File: config.mk
export PLATFORM = sky130hd
export DESIGN_NAME = axis_pipe_skid
export DESIGN_NICKNAME = d
export VERILOG_FILES = /design/src/rtl/axis_pkg.sv /design/src/rtl/axis_pipe_skid_stage.sv /design/src/rtl/axis_pipe_skid.sv
export SDC_FILE = /design/constraint.sdc
export NUM_CORES = 1
export LEC_CHECK = 0
export CORE_AREA = 2 2 241 243
export CTS_CLUSTER_DIAMETER = 50
export DETAILED_ROUTE_END_ITERATION = 10
export DIE_AREA = 0 0 243 245
export PLACE_DENSITY = 0.68
export SYNTH_ARGS = -nofsm -noshare
export SYNTH_HDL_FRONTEND = slang
export SYNTH_SLANG_ARGS = --single-unit
export TNS_END_PERCENT = 50
File: constraint.sdc
create_clock -name aclk -period 28.1 [get_ports aclk]
set_input_delay 5.62 -clock aclk [delete_from_list [all_inputs] [get_ports aclk]]
set_output_delay 5.62 -clock aclk [all_outputs]
set_load 0.05 [all_outputs]
File: src/rtl/axis_pkg.sv
// Shared definitions for the AXI4-Stream skid-buffer pipeline.
// The beat struct is declared once in this package, sized for the widest legal
// tdata (1024 bits). Modules use a narrower struct of the same layout that
// matches their own DATA_W, and they size it with beat_width().
package axis_pkg;

    // Widest tdata the pipeline accepts; this sizes the reference beat type.
    localparam int DATA_W_MAX = 1024;

    // Per-stage occupancy state. Bit 0 is the M valid flag and bit 1 is the
    // K valid flag. Because of this encoding, the stage's output valid is a
    // single flop. 2'b10 (K without M) is unreachable and recovers to EMPTY.
    typedef enum logic [1:0] {
        ST_EMPTY = 2'b00,
        ST_ONE   = 2'b01,
        ST_FULL  = 2'b11
    } stage_state_t;

    // Reference beat layout {tdata, tkeep, tlast} at the maximum width.
    typedef struct packed {
        logic [DATA_W_MAX-1:0]   tdata;
        logic [DATA_W_MAX/8-1:0] tkeep;
        logic                    tlast;
    } beat_max_t;

    // Width of the occupancy counter. It must represent 0..2*stages.
    function automatic int occ_width(input int stages);
        return $clog2(2 * stages + 1);
    endfunction

    // Bits in one packed beat {tdata, tkeep, tlast} for a given tdata width.
    function automatic int beat_width(input int data_w);
        return data_w + (data_w / 8) + 1;
    endfunction

endpackage

File: src/rtl/axis_pipe_skid_stage.sv
// One register-slice stage. It has a main register (M) and a skid register (K).
// Ready toward the source is a flop that holds "next state is not FULL", so no
// combinational path runs from out_ready to in_ready. The beat that arrives on
// the same edge that ready drops is caught in K.
module axis_skid_stage
    import axis_pkg::*;
#(
    parameter int BEAT_W = 289
)
(
    input  logic              clk,
    input  logic              rst,
    input  logic [BEAT_W-1:0] in_data,
    input  logic              in_valid,
    output logic              in_ready,
    output logic [BEAT_W-1:0] out_data,
    output logic              out_valid,
    input  logic              out_ready
);

    stage_state_t      state_r;
    stage_state_t      state_nxt_s;
    logic              ready_r;
    logic [BEAT_W-1:0] m_data_r;
    logic [BEAT_W-1:0] k_data_r;
    logic              m_valid_s;
    logic              in_fire_s;
    logic              out_fire_s;
    logic              load_m_in_s;
    logic              load_m_k_s;
    logic              load_k_s;

    assign m_valid_s  = state_r[0];
    assign in_fire_s  = in_valid & ready_r;
    assign out_fire_s = m_valid_s & out_ready;

    // Next-state and payload-steering decode for the M/K pair.
    always_comb begin
        state_nxt_s = state_r;
        load_m_in_s = 1'b0;
        load_m_k_s  = 1'b0;
        load_k_s    = 1'b0;
        case (state_r)
            ST_EMPTY: begin
                if (in_fire_s) begin
                    state_nxt_s = ST_ONE;
                    load_m_in_s = 1'b1;
                end else begin
                    state_nxt_s = ST_EMPTY;
                end
            end
            ST_ONE: begin
                if (in_fire_s && out_fire_s) begin
                    // Pass-through: the new beat replaces the one that just left.
                    state_nxt_s = ST_ONE;
                    load_m_in_s = 1'b1;
                end else if (in_fire_s) begin
                    state_nxt_s = ST_FULL;
                    load_k_s    = 1'b1;
                end else if (out_fire_s) begin
                    state_nxt_s = ST_EMPTY;
                end else begin
                    state_nxt_s = ST_ONE;
                end
            end
            ST_FULL: begin
                // Ready is low in FULL, so only the drain path can fire.
                if (out_fire_s) begin
                    state_nxt_s = ST_ONE;
                    load_m_k_s  = 1'b1;
                end else begin
                    state_nxt_s = ST_FULL;
                end
            end
            default: begin
                state_nxt_s = ST_EMPTY;
            end
        endcase
    end

    // State (valid flags) and registered ready. These are the only reset flops.
    always_ff @(posedge clk or posedge rst) begin
        if (rst) begin
            state_r <= ST_EMPTY;
            ready_r <= 1'b0;
        end else begin
            state_r <= state_nxt_s;
            ready_r <= (state_nxt_s != ST_FULL);
        end
    end

    // Payload registers. They are not reset, because contents are qualified by the valid flags.
    always_ff @(posedge clk) begin
        if (load_m_in_s) begin
            m_data_r <= in_data;
        end else if (load_m_k_s) begin
            m_data_r <= k_data_r;
        end else begin
            m_data_r <= m_data_r;
        end
        if (load_k_s) begin
            k_data_r <= in_data;
        end else begin
            k_data_r <= k_data_r;
        end
    end

    assign in_ready  = ready_r;
    assign out_valid = m_valid_s;
    assign out_data  = m_data_r;

endmodule

File: src/rtl/axis_pipe_skid.sv
// AXI4-Stream register slice: STAGES cascaded M/K skid stages, plus the
// buffered-beat occupancy and the count of tlast beats delivered downstream.
module axis_pipe_skid
    import axis_pkg::*;
#(
    parameter int DATA_W = 256,
    parameter int KEEP_W = DATA_W / 8,
    parameter int STAGES = 1,
    parameter int CNT_W  = 32,
    localparam int OCC_W = occ_width(STAGES)
)
(
    input  logic              aclk,
    input  logic              areset,
    input  logic [DATA_W-1:0] s_axis_tdata,
    input  logic [KEEP_W-1:0] s_axis_tkeep,
    input  logic              s_axis_tlast,
    input  logic              s_axis_tvalid,
    output logic              s_axis_tready,
    output logic [DATA_W-1:0] m_axis_tdata,
    output logic [KEEP_W-1:0] m_axis_tkeep,
    output logic              m_axis_tlast,
    output logic              m_axis_tvalid,
    input  logic              m_axis_tready,
    output logic [OCC_W-1:0]  occupancy,
    output logic [CNT_W-1:0]  pkt_count
);

    // Same field order as axis_pkg::beat_max_t, sized for this instance.
    typedef struct packed {
        logic [DATA_W-1:0] tdata;
        logic [KEEP_W-1:0] tkeep;
        logic              tlast;
    } beat_t;

    localparam int BEAT_W = beat_width(DATA_W);

    beat_t             s_beat_s;
    beat_t             m_beat_s;
    logic [BEAT_W-1:0] link_data_s  [0:STAGES];
    logic              link_valid_s [0:STAGES];
    logic              link_ready_s [0:STAGES];
    logic              s_fire_s;
    logic              m_fire_s;
    logic [OCC_W-1:0]  occ_r;
    logic [CNT_W-1:0]  pkt_r;

    assign s_beat_s.tdata = s_axis_tdata;
    assign s_beat_s.tkeep = s_axis_tkeep;
    assign s_beat_s.tlast = s_axis_tlast;

    assign link_data_s[0]       = s_beat_s;
    assign link_valid_s[0]      = s_axis_tvalid;
    assign link_ready_s[STAGES] = m_axis_tready;

    for (genvar i = 0; i < STAGES; i++) begin : g_stage
        axis_skid_stage #(
            .BEAT_W (BEAT_W)
        ) u_stage (
            .clk       (aclk),
            .rst       (areset),
            .in_data   (link_data_s[i]),
            .in_valid  (link_valid_s[i]),
            .in_ready  (link_ready_s[i]),
            .out_data  (link_data_s[i+1]),
            .out_valid (link_valid_s[i+1]),
            .out_ready (link_ready_s[i+1])
        );
    end

    assign m_beat_s      = link_data_s[STAGES];
    assign m_axis_tdata  = m_beat_s.tdata;
    assign m_axis_tkeep  = m_beat_s.tkeep;
    assign m_axis_tlast  = m_beat_s.tlast;
    assign m_axis_tvalid = link_valid_s[STAGES];
    assign s_axis_tready = link_ready_s[0];

    assign s_fire_s = s_axis_tvalid & s_axis_tready;
    assign m_fire_s = m_axis_tvalid & m_axis_tready;

    // Occupancy tracks the sum of valid flags. Internal stage-to-stage moves leave it unchanged.
    always_ff @(posedge aclk or posedge areset) begin
        if (areset) begin
            occ_r <= {OCC_W{1'b0}};
        end else begin
            case ({s_fire_s, m_fire_s})
                2'b10:   occ_r <= occ_r + OCC_W'(1);
                2'b01:   occ_r <= occ_r - OCC_W'(1);
                default: occ_r <= occ_r;
            endcase
        end
    end

    // Count end-of-packet beats delivered downstream. The counter wraps freely.
    always_ff @(posedge aclk or posedge areset) begin
        if (areset) begin
            pkt_r <= {CNT_W{1'b0}};
        end else if (m_fire_s && m_axis_tlast) begin
            pkt_r <= pkt_r + CNT_W'(1);
        end else begin
            pkt_r <= pkt_r;
        end
    end

    assign occupancy = occ_r;
    assign pkt_count = pkt_r;

endmodule

==> reports/results.txt <==
Status: finished, final reports clean
Routability cong.: 0.7880
Area of the mapped netlist: 22510 um^2
Reg-to-reg endpoint: g_stage[0].u_stage.out_data[87]$_DFFE_PP_
Vias in the first global route: 12.81k
Hold_sp: occupancy[1]$_DFFE_PP0P_
Setup violators final: 0
Gates resized, CTS repair: 0
Post-DR wirelength/cell: 21.95 um
Worst setup EP type: flop
CP arrival: 9.13 ns
Synthesis warning total: 0
CTS Root Cell: clkbuf_16
Post-CTS Setup Repair Bufs: 0
CTS max path bufs: 3
R2R Setup Slk: 24.31 ns
Design Area, Final: 31800 um^2
Core Footprint: 57030 um^2
Synth Instances: 1044
Clock-pin slew on the worst setup and hold paths: 0.06 ns
Crit path time final: 8.907 ns
Final-stage net count: 2007
Post-route clock period utilization: 31.70%
Setup Total Neg Slack: 0 ns
P_leak: 0.01080 uW
Hold Crit Depth: 1
RR Startpoint: g_stage[0].u_stage.state_r[0]$_DFF_PP0_
Unrepaired setup endpoints after global routing: false
Num rows: 88
Max-slew violations: 0
CP max FO: 77
Crit path kind: input port to flop
Max cap viols: 0
Syn Nets: 1338
Core Util, Final: 55.76%
Slew HR: 28.82%
Hold Path Class: flop to flop
CP dominant cell by count: buf_4
Number of I/O port buffers: 617
WL final: 55720 um
TritonCTS buffer count: 69
Hold Path Sink: occupancy[1]$_DFFE_PP0P_
FILL cells: 4522
Critical Path Start Type: input port
Die width: 243 um
Average size of a mapped cell: 21.56 um^2
CP max stage delay: 0.88 ns
Worst skew pair latency: 0.60 ns
Post-synth cell types: 27
Final HPWL from detailed placement: 38400 um
Starting Density: 39.46%
Worst-margin pin slew: 1.068 ns
Routed vias/inst: 4.815
Initial antenna violation count: 13
Max IR drop VDD: 0.00004971 V
Fmax: 112.3 MHz
First-pass GRT wire length: 81410 um
Slowest cell on crit path: buf_4
Gr ovfl total: 0
Clk sink count: 615
I/O Pins: 618
Die area: 59540 um^2
Cts-stage hold buffer count: 0
CP Cell Sequence: clkdlybuf4s50_1, nor2b_1, nor3_2, a31o_4, buf_4, buf_4
DRC violations left: 0
Final hold violations: 0
Placed cell areas: 29540 um^2
Largest net degree at the start of global routing: 160
Chip Height: 245 um
Layout area overhead: 41.29%
Overall Global Routing Usage: 18.25%
Required time of the critical path: 28.32 ns
Layout cells sized above 1: 17.88%
Sequential fraction of the synthesis area: 81.23%
Synthesized flop and latch total: 615
Power density cells: 78.66 nW/um^2
H-Tree Level Count: 3
CTS tree: yes
Clock skew: 0.02313 ns
R2R depth: 5
DR pass1 iterations: 4
Routed vias: 12.22k
Number of antenna-violating nets in the routed design: 0
Initial DRC count: 684
-- worst max-delay path by stage --
stage	start	depth (start not counted)	endpoint
6_report	m_axis_tready	6	g_stage[0].u_stage.out_data[97]$_DFFE_PP_
5_1_grt	m_axis_tready	6	g_stage[0].u_stage.out_data[180]$_DFFE_PP_
4_1_cts	m_axis_tready	6	g_stage[0].u_stage.out_data[80]$_DFFE_PP_
3_5_place_dp	m_axis_tready	6	g_stage[0].u_stage.out_data[87]$_DFFE_PP_
3_3_place_gp	m_axis_tready	6	g_stage[0].u_stage.out_data[87]$_DFFE_PP_
2_1_floorplan	m_axis_tready	2	g_stage[0].u_stage.k_data_r[0]$_DFFE_PP_
-- routing by layer --
layer  vias to the layer above  GRT usage, %  wire length [um]
li1                       5481             -                 -
met1                      6154         21.68             21320
met2                       481         29.24             27050
met3                        89         7.960              5692
met4                        16         7.308              1554
met5                         -             0                97
-- final cells by class --
cell class,count,area [um^2],share of cell area [%]
Sequential cell,615,18280,57.49
Tap cell,765,957.2,3.010
Antenna cell,6,15.01,0.04721
Multi-Input combinational cell,393,4000,12.58
Clock inverter,44,451.7,1.420
Timing Repair Buffer,630,6286,19.77
Clock buffer,81,1793,5.638
Inverter,4,15.01,0.04721
-- layout by cell type, fill, tap and decap left out, types with 3 or more instances in the layout --
cell / synthesis / final
nand2_1: 12 / 12
o21ai_0: 4 / 4
diode_2: 0 / 6
and4_1: 3 / 3
mux2_2: 191 / 191
nor2_1: 6 / 6
clkdlybuf4s50_1: 0 / 617
mux2_1: 99 / 99
dfrtp_1: 37 / 37
nand4_1: 11 / 11
clkinv_2: 0 / 13
clkinvlp_4: 0 / 5
buf_4: 0 / 12
and3_1: 4 / 4
bufinv_16: 0 / 6
clkbuf_16: 0 / 70
nand3_1: 15 / 15
clkinv_1: 0 / 10
clkinv_4: 0 / 3
xor2_1: 6 / 6
inv_16: 0 / 3
xnor2_1: 28 / 28
inv_1: 4 / 4
edfxtp_1: 578 / 578
clkbuf_1: 0 / 11
-- where the power goes --
part	internal [uW]	total [uW]	switching (uW)	leakage, uW
Sequential	1110	1130	26.9	0.00587
Combinational	171	480	309	0.00384
Clock	520	888	369	0.00109
-- flip-flops by register name, summed over array words and instances, names as in the netlist --
signal,flops
g_stage.u_stage.in_ready,1
pkt_count,32
g_stage.u_stage.state_r,2
g_stage.u_stage.k_data_r,289
occupancy,2
g_stage.u_stage.out_data,289
-- stage by stage --
stage,worst slack [ns],total power [uW],instances,hold slack (ns)
final,19.19,2501,2538,0.4761
after global routing,18.98,2589,2536,0.4880
after CTS,19.16,2529,2532,0.4741
after detailed placement,18.52,1637,2407,0.4591
after global placement,18.63,1631,2407,0.4616
after floorplan,0.08430,1470,1044,0.5013
-- synth_stat cells --
master,n,area [um^2]
edfxtp_1,578,17360
mux2_2,191,2151
mux2_1,99,1115
dfrtp_1,37,925.9
xnor2_1,28,245.2
buf_2,21,105.1
nand3_1,15,75.07
nand2_1,12,45.04
buf_6,11,123.9
nand4_1,11,68.82
nor2_1,6,22.52
xor2_1,6,52.55
and3_1,4,25.02
inv_1,4,15.01
o21ai_0,4,20.02
and4_1,3,26.28
nor3_1,2,10.01
nor4_1,2,12.51
nor4_4,2,42.54
a31o_2,1,8.760
and2_1,1,6.260
ha_1,1,12.51
nand3_2,1,10.01
nand4_2,1,12.51
nor2b_1,1,6.260
nor3b_1,1,7.510
or2_2,1,6.260
-- cells by family (layout without fill, tap and decap cells) --
| group | count (synthesis) | count (layout) | synth area share, % |
|---|---|---|---|
| compound gates | 5 | 5 | 0.1279 |
| buf+inv | 36 | 759 | 1.084 |
| fa+ha+maj | 1 | 1 | 0.05558 |
| flops | 615 | 615 | 81.23 |
| xor+xnor | 34 | 34 | 1.323 |
| simple gates | 63 | 63 | 1.673 |
| mux | 290 | 290 | 14.51 |
| other cells | 0 | 6 | 0 |
-- worst max-delay path: cells and delay by family --
kind	cells	cell delay, ns
AND/OR/NAND/NOR	2	0.43
AO/OA/AOI/OAI	1	0.67
buffers and inverters	3	2.25
(Power assumes the default switching activity.)
